==> src/rtl/mem_add_xfer_ctrl.sv <==
// Memory-to-memory add sequencer: reads mem1/mem2, presents operands to an external adder, writes mem3.
// Optional overflow counter output (ovf_cnt) is enabled with `define MEM_ADD_OVF_CNT_EN.
module mem_add_xfer_ctrl #(
   parameter int DW = 8,
   parameter int AW = 4
) (
   input  logic          clk,
   input  logic          rst_n,
   input  logic          start,
   input  logic          abort,
   input  logic [AW-1:0] src1_addr,
   input  logic [AW-1:0] src2_addr,
   input  logic [AW-1:0] dst_addr,
   input  logic [AW-1:0] len,
   output logic          busy,
   output logic          done,
   output logic          mem1_re,
   output logic [AW-1:0] mem1_addr,
   input  logic [DW-1:0] mem1_rdata,
   output logic          mem2_re,
   output logic [AW-1:0] mem2_addr,
   input  logic [DW-1:0] mem2_rdata,
   output logic [DW-1:0] DOut1,
   output logic [DW-1:0] DOut2,
   input  logic [DW-1:0] ADDOut,
   output logic          mem3_we,
   output logic [AW-1:0] mem3_addr,
   output logic [DW-1:0] mem3_wdata
`ifdef MEM_ADD_OVF_CNT_EN
   ,
   output logic [AW:0]   ovf_cnt
`endif
);

   typedef enum logic [2:0] {IDLE, RD, LAT, ADD, WR, DONE} state_e;

   state_e        state_q, state_d;
   logic [AW-1:0] idx_q, idx_d;
   logic [AW-1:0] src1_q, src1_d, src2_q, src2_d, dst_q, dst_d, len_q, len_d;
   logic [DW-1:0] dout1_q, dout1_d, dout2_q, dout2_d;
   logic          busy_q, busy_d, done_q, done_d;
   logic          rd_en_q, rd_en_d, we_q, we_d;
   logic [AW-1:0] mem1_addr_q, mem1_addr_d, mem2_addr_q, mem2_addr_d;
   logic [AW-1:0] mem3_addr_q, mem3_addr_d;
`ifdef MEM_ADD_OVF_CNT_EN
   logic [AW:0]   ovf_q, ovf_d;
`endif

   always_comb begin
      state_d = state_q;
      idx_d   = idx_q;
      src1_d  = src1_q;
      src2_d  = src2_q;
      dst_d   = dst_q;
      len_d   = len_q;
      dout1_d = dout1_q;
      dout2_d = dout2_q;
`ifdef MEM_ADD_OVF_CNT_EN
      ovf_d   = ovf_q;
`endif
      case (state_q)
         IDLE: begin
            if (start) begin
               src1_d  = src1_addr;
               src2_d  = src2_addr;
               dst_d   = dst_addr;
               len_d   = len;
               idx_d   = '0;
`ifdef MEM_ADD_OVF_CNT_EN
               ovf_d   = '0;
`endif
               state_d = (len == '0) ? DONE : RD;
            end
         end
         RD:  state_d = LAT;
         LAT: begin
            dout1_d = mem1_rdata;
            dout2_d = mem2_rdata;
            state_d = ADD;
         end
         ADD: state_d = WR;
         WR: begin
`ifdef MEM_ADD_OVF_CNT_EN
            if (ADDOut < dout1_q) ovf_d = ovf_q + 1'b1;
`endif
            if (idx_q == (len_q - AW'(1))) begin
               state_d = DONE;
            end else begin
               idx_d   = idx_q + AW'(1);
               state_d = RD;
            end
         end
         DONE:    state_d = IDLE;
         default: state_d = IDLE;
      endcase
      // Abort overrides every non-idle transition; the WR strobe already registered still lands.
      if (state_q != IDLE && abort) state_d = IDLE;
   end

   // Outputs are registered from the next state so they line up with the state they describe.
   always_comb begin
      busy_d      = (state_d != IDLE);
      done_d      = (state_d == DONE);
      rd_en_d     = (state_d == RD);
      we_d        = (state_d == WR);
      mem1_addr_d = rd_en_d ? (src1_d + idx_d) : '0;
      mem2_addr_d = rd_en_d ? (src2_d + idx_d) : '0;
      mem3_addr_d = we_d ? (dst_d + idx_d) : '0;
   end

   always_ff @(posedge clk or negedge rst_n) begin
      if (!rst_n) begin
         state_q     <= IDLE;
         idx_q       <= '0;
         src1_q      <= '0;
         src2_q      <= '0;
         dst_q       <= '0;
         len_q       <= '0;
         dout1_q     <= '0;
         dout2_q     <= '0;
         busy_q      <= 1'b0;
         done_q      <= 1'b0;
         rd_en_q     <= 1'b0;
         we_q        <= 1'b0;
         mem1_addr_q <= '0;
         mem2_addr_q <= '0;
         mem3_addr_q <= '0;
`ifdef MEM_ADD_OVF_CNT_EN
         ovf_q       <= '0;
`endif
      end else begin
         state_q     <= state_d;
         idx_q       <= idx_d;
         src1_q      <= src1_d;
         src2_q      <= src2_d;
         dst_q       <= dst_d;
         len_q       <= len_d;
         dout1_q     <= dout1_d;
         dout2_q     <= dout2_d;
         busy_q      <= busy_d;
         done_q      <= done_d;
         rd_en_q     <= rd_en_d;
         we_q        <= we_d;
         mem1_addr_q <= mem1_addr_d;
         mem2_addr_q <= mem2_addr_d;
         mem3_addr_q <= mem3_addr_d;
`ifdef MEM_ADD_OVF_CNT_EN
         ovf_q       <= ovf_d;
`endif
      end
   end

   assign busy       = busy_q;
   assign done       = done_q;
   assign mem1_re    = rd_en_q;
   assign mem2_re    = rd_en_q;
   assign mem1_addr  = mem1_addr_q;
   assign mem2_addr  = mem2_addr_q;
   assign DOut1      = dout1_q;
   assign DOut2      = dout2_q;
   assign mem3_we    = we_q;
   assign mem3_addr  = mem3_addr_q;
   assign mem3_wdata = we_q ? ADDOut : '0;
`ifdef MEM_ADD_OVF_CNT_EN
   assign ovf_cnt    = ovf_q;
`endif

endmodule

==> config.mk <==
export PLATFORM = sky130hd
export DESIGN_NAME = mem_add_xfer_ctrl
export DESIGN_NICKNAME = d
export VERILOG_FILES = /design/src/rtl/mem_add_xfer_ctrl.sv
export SDC_FILE = /design/constraint.sdc
export NUM_CORES = 1
export LEC_CHECK = 0
export ABC_CLOCK_PERIOD_IN_PS = 3480
export CAP_MARGIN = 10
export CELL_PAD_IN_SITES_DETAIL_PLACEMENT = 1
export CELL_PAD_IN_SITES_GLOBAL_PLACEMENT = 2
export CORE_MARGIN = 2
export CORE_UTILIZATION = 29
export DETAILED_ROUTE_END_ITERATION = 8
export GPL_TIMING_DRIVEN = 1
export PLACE_DENSITY = 0.81
export SLEW_MARGIN = 20
export SYNTH_ARGS = -nofsm -noshare
export SYNTH_HDL_FRONTEND = slang
export SYNTH_SLANG_ARGS = --single-unit
==> constraint.sdc <==
create_clock -name clk -period 3.48 [get_ports clk]
set_input_delay 0.348 -clock clk [delete_from_list [all_inputs] [get_ports clk]]
set_output_delay 0.348 -clock clk [all_outputs]
set_load 0.05 [all_outputs]
==> After elaboration in Yosys (flattened, before gate mapping) <==
Cells that the tools add are included.
{ "totals": {"register_bits": 55, "input_bits": 44, "word_cells": 52} }
{ "op_classes": {"n_addsub": 5, "eq_ne": 8, "muxes": 18, "reduce_logical": 6} }
{ "op_table": {"columns": ["cell", "n"], "rows": [
  ["$mux 4", 11],
  ["$pmux 3 s5", 1],
  ["$add 4x4->4", 3],
  ["$mux 3", 4],
  ["$eq 3x3->1 const B", 3],
  ["$mux 8", 1],
  ["$pmux 4 s2", 1],
  ["$eq 3x1->1 const B", 2],
  ["$eq 3x2->1 const B", 2],
  ["$reduce_bool 3->1", 2],
  ["$add 4x1->4 const B", 1],
  ["$eq 4x4->1", 1],
  ["$logic_not 4->1", 1],
  ["$sub 4x1->4 const B", 1],
  ["$logic_not 3->1", 1],
  ["$reduce_and 2->1", 1],
  ["$logic_and 1x1->1", 1]
]} }

==> Logic depth before layout (Yosys ltp) <==
{ "depth": {"ltp_word": 7, "depth_mapped": 13} }

==> Worst setup path before layout <==
No wires, ideal clock.
{ "synth_path": {"path_kind": "register to register", "from": "register len_q[0]", "to": "register mem3_addr_q[3] (netlist: mem3_addr[3])", "setup_ps": 120, "t_arrival_ps": 2717, "required_ps": 3360, "setup_slack_ps": 644, "stages_incl_launch_ff": 14, "n_path_buf": 0, "period_less_slack_ps": 2836, "path_cell_list": "dfrtp_1 > inv_1 > ha_1 > xnor2_1 > nor3_4 > nand2_1 > nand2_1 > mux2_2 > ha_1 > a21o_1 > a21oi_1 > xnor2_1 > nand3_1 > and3b_1"} }
{ "synth_between": {"elab_cells_between_ends": 10} }
{ "synth_rtl": {"columns": ["item", "line", "rtl"], "rows": [
  ["from (decl)", "39", "logic [AW-1:0] src1_q, src1_d, src2_q, src2_d, dst_q, dst_d, len_q, len_d;"],
  ["from (signal assigned)", "137", "len_q <= len_d;"],
  ["$sub 4x1->4", "86", "if (idx_q == (len_q - AW'(1))) begin"],
  ["$eq 4x4->1", "86", null],
  ["$mux 4", "86", null],
  ["$pmux 4 s2", "61", "case (state_q)"],
  ["named net idx_d[1]", "38", "logic [AW-1:0] idx_q, idx_d;"],
  ["$add 4x4->4", "108", "mem3_addr_d = we_d ? (dst_d + idx_d) : '0;"],
  ["$mux 4", "108", null],
  ["named net mem3_addr_d[3]", "44", "logic [AW-1:0] mem3_addr_q, mem3_addr_d;"],
  ["to (signal assigned)", "146", "mem3_addr_q <= mem3_addr_d;"],
  ["to (decl)", "44", null]
]} }
The timed path passes the listed nets, and every way through them passes these cells.
A chain may end at the register's enable or synchronous reset.

==> Final worst setup path <==
Same ends and word-level chain as after synthesis.

==> out/qor.csv <==
metric,value,unit
crit_family,simple AND/OR/NAND/NOR gates,
dpl.cell_count,443,
arrival,3.31,ns
cts_tree,built,
fin_util,41.37,%
fin_hold_ws,0.1074,ns
drtIter0Drc,39,
finalSetupViolations,0,
fin_worst_skew,0.009787,ns
crit_slowest_cell,mux2_2,
synth.avg_cell_area,11.81,sq um
firstDrtPassIters,3,
required,3.69,ns
cts_setup_buffers,0,
h-tree-depth,2,
grt_usage,13.19,%
maxCapViolCount,0,
syn_nets,291,
io-pin-count,85,
placed_area,3729,sq um
vdd_drop_max,0.2993,mV
synth_top_area_share,50.00,%
hold_path.class,primary input to async pin,
cts_hold_buf,0,
setup.worst_path.end_class,flop,
cts_resized,0,
syn_inst,233,
start_util,29.79,%
die-width,101.4,um
outcome,finished clean,
total_power,3.456,mW
crit_fanout,4,
fin_nets,379,
grt_pass1_wl,10560,um
yosysWarningCount,0,
post-place-ws,0.3596,ns
yosysUniqueCellTypes,47,
fin_area,3822,sq um
max_freq,322.5,MHz
ant_nets,0,
clk_pin_slew,0.11,ns
synthFlopType,dfrtp_1,
maxSlewViolCount,0,
synth.ff_latch_count,55,
clock_path_buffers,2,
tightest_slew,0.8023,ns
via_per_inst,4.395,
async_flop_share,100.0,%
power_density,904.2,nW/um^2
cp_cell_sequence,inv_1 > ha_1 > xnor2_1 > nor3_4 > nand2_1 > nand2_1 > mux2_2 > ha_1 > a21o_1 > a21oi_1 > xnor2_1 > nand3_1 > and3b_1,
grt_max_degree,36,
slew_headroom,46.52,%
drive_above_1_share,16.15,%
num_antenna_cells,0,
vias,1982,
port_buffers,84,
grt_pass1_vias,2110,
post-route-period-util,89.10,%
stdcell_count,451,
std_cell_rows,35,
min_period,3.101,ns
grt_overflow,0,
clk_latency,0.32,ns
critPathBufInv,1,
wl_per_cell,14.39,um
hold_viol,0,
seq_area_frac_synth,50.00,%
core_area,9240,sq um
slowest_delay,0.41,ns
tns,0,ns
totalWireLength,6490,um
antenna_found_initial,0,
startpoint_type,flop,
fp.dieH,101.4,um
syn_to_final_growth,38.86,%
cts_root_buffer,clkbuf_8,
yosysTopAreaCell,dfrtp_1,
rsz0062_at_grt,false,
synth_edf_count,0,
synth_area_leaders,"dfrtp_1 50%, mux2_2 7.0%, nand2_1 5.3%",
crit_type,flop to flop,
cts_inserted_buffers,5,
drc_errors,0,
syn_area,2753,sq um
p_leak,1.700,nW
place_congestion,0.8168,
clock-sinks,55,
dpl.hpwl,4978,um
design.die.area,10290,sq um
fin_ws,0.3794,ns
kinds of logic after synthesis:
logic type	after synthesis	share of synthesized area [%]
and+or+nand+nor	86	18.18
DFF	55	50.00
buffers and inverters	23	4.545
muxes	22	8.773
AOI/OAI and AO/OA	19	6.273
xor gates and xnor gates	14	5.045
adders and majority gates	14	7.182
registers in the layout (all words and copies together) (netlist names):
register	flops
mem3_addr	4
dst_q	4
DOut1	8
src2_q	4
mem1_addr	4
len_q	4
mem1_re	1
mem2_addr	4
DOut2	8
state_q	3
done	1
idx_q	4
busy	1
src1_q	4
mem3_we	1
final timing paths:
check | from | endpoint | slack [ns] | depth (start not counted)
worst max-delay path | len_q[0] | mem3_addr[3] | 0.38 | 13
max in group asynchronous | rst_n | idx_q[0] | 2.59 | 2
worst min-delay path | rst_n | DOut1[2] | 0.11 | 1
worst max register to register | len_q[0] | mem3_addr[3] | 0.38 | 13
min in group clk | dst_q[0] | dst_q[0] | 0.50 | 2
worst min register to register | dst_q[0] | dst_q[0] | 0.50 | 2
metal layers:
| layer | track usage, % | vias to the layer above | routed length [um] |
|---|---|---|---|
| met1 | 17.36 | 952 | 3051 |
| met2 | 21.85 | 69 | 2976 |
| met3 | 3.382 | 5 | 413 |
| met5 | 0 | - | 0 |
| met4 | 3.119 | 0 | 48 |
| li1 | - | 956 | - |
power breakdown:
part	internal (mW)	leakage, nW	switching (mW)
clock	0.145	0.0443	0.223
sequential	0.905	0.696	0.153
combinational	0.784	0.959	1.25
cells in the final DEF (no fill, tap or decap), types with 3 or more instances in the layout:
master           netlist  final
a21o_1                 3      3
a21oi_1                6      6
and2_1                14     14
buf_4                  1      6
clkbuf_8               1      5
clkdlybuf4s50_1        0     83
dfrtp_1               55     55
fa_1                   3      3
ha_1                  11     11
inv_1                 14     14
mux2_2                17     17
mux2i_1                5      5
nand2_1               39     39
nand3_1                4      4
nor2_1                 5      5
nor3_1                 3      3
nor3b_2                3      3
xnor2_1               10     10
xor2_1                 3      3
synth_stat cells, types with 2 or more instances:
cell / instances
buf_2: 2
ha_1: 11
a21oi_1: 6
o21ai_0: 2
fa_1: 3
and3_2: 2
nand2_1: 39
xor2_1: 3
nor3_1: 3
a21o_1: 3
xnor2_1: 10
buf_6: 3
and2_1: 14
mux2i_1: 5
nor2_1: 5
dfrtp_1: 55
nor4b_1: 2
nor3b_2: 3
mux2_2: 17
nand3_1: 4
inv_1: 14
clkbuf_1: 2
layout make-up:
| class | count | area [sq um] |
|---|---|---|
| flip-flops and latches | 55 | 1376 |
| multi-input cells | 155 | 1257 |
| repair buffers | 90 | 880.8 |
| clock inverters | 3 | 25.02 |
| clock buffers | 5 | 68.82 |
| fillers | 1016 | 5418 |
| well taps | 129 | 161.4 |
| inverters | 14 | 52.55 |
(Power assumes the default switching activity.)
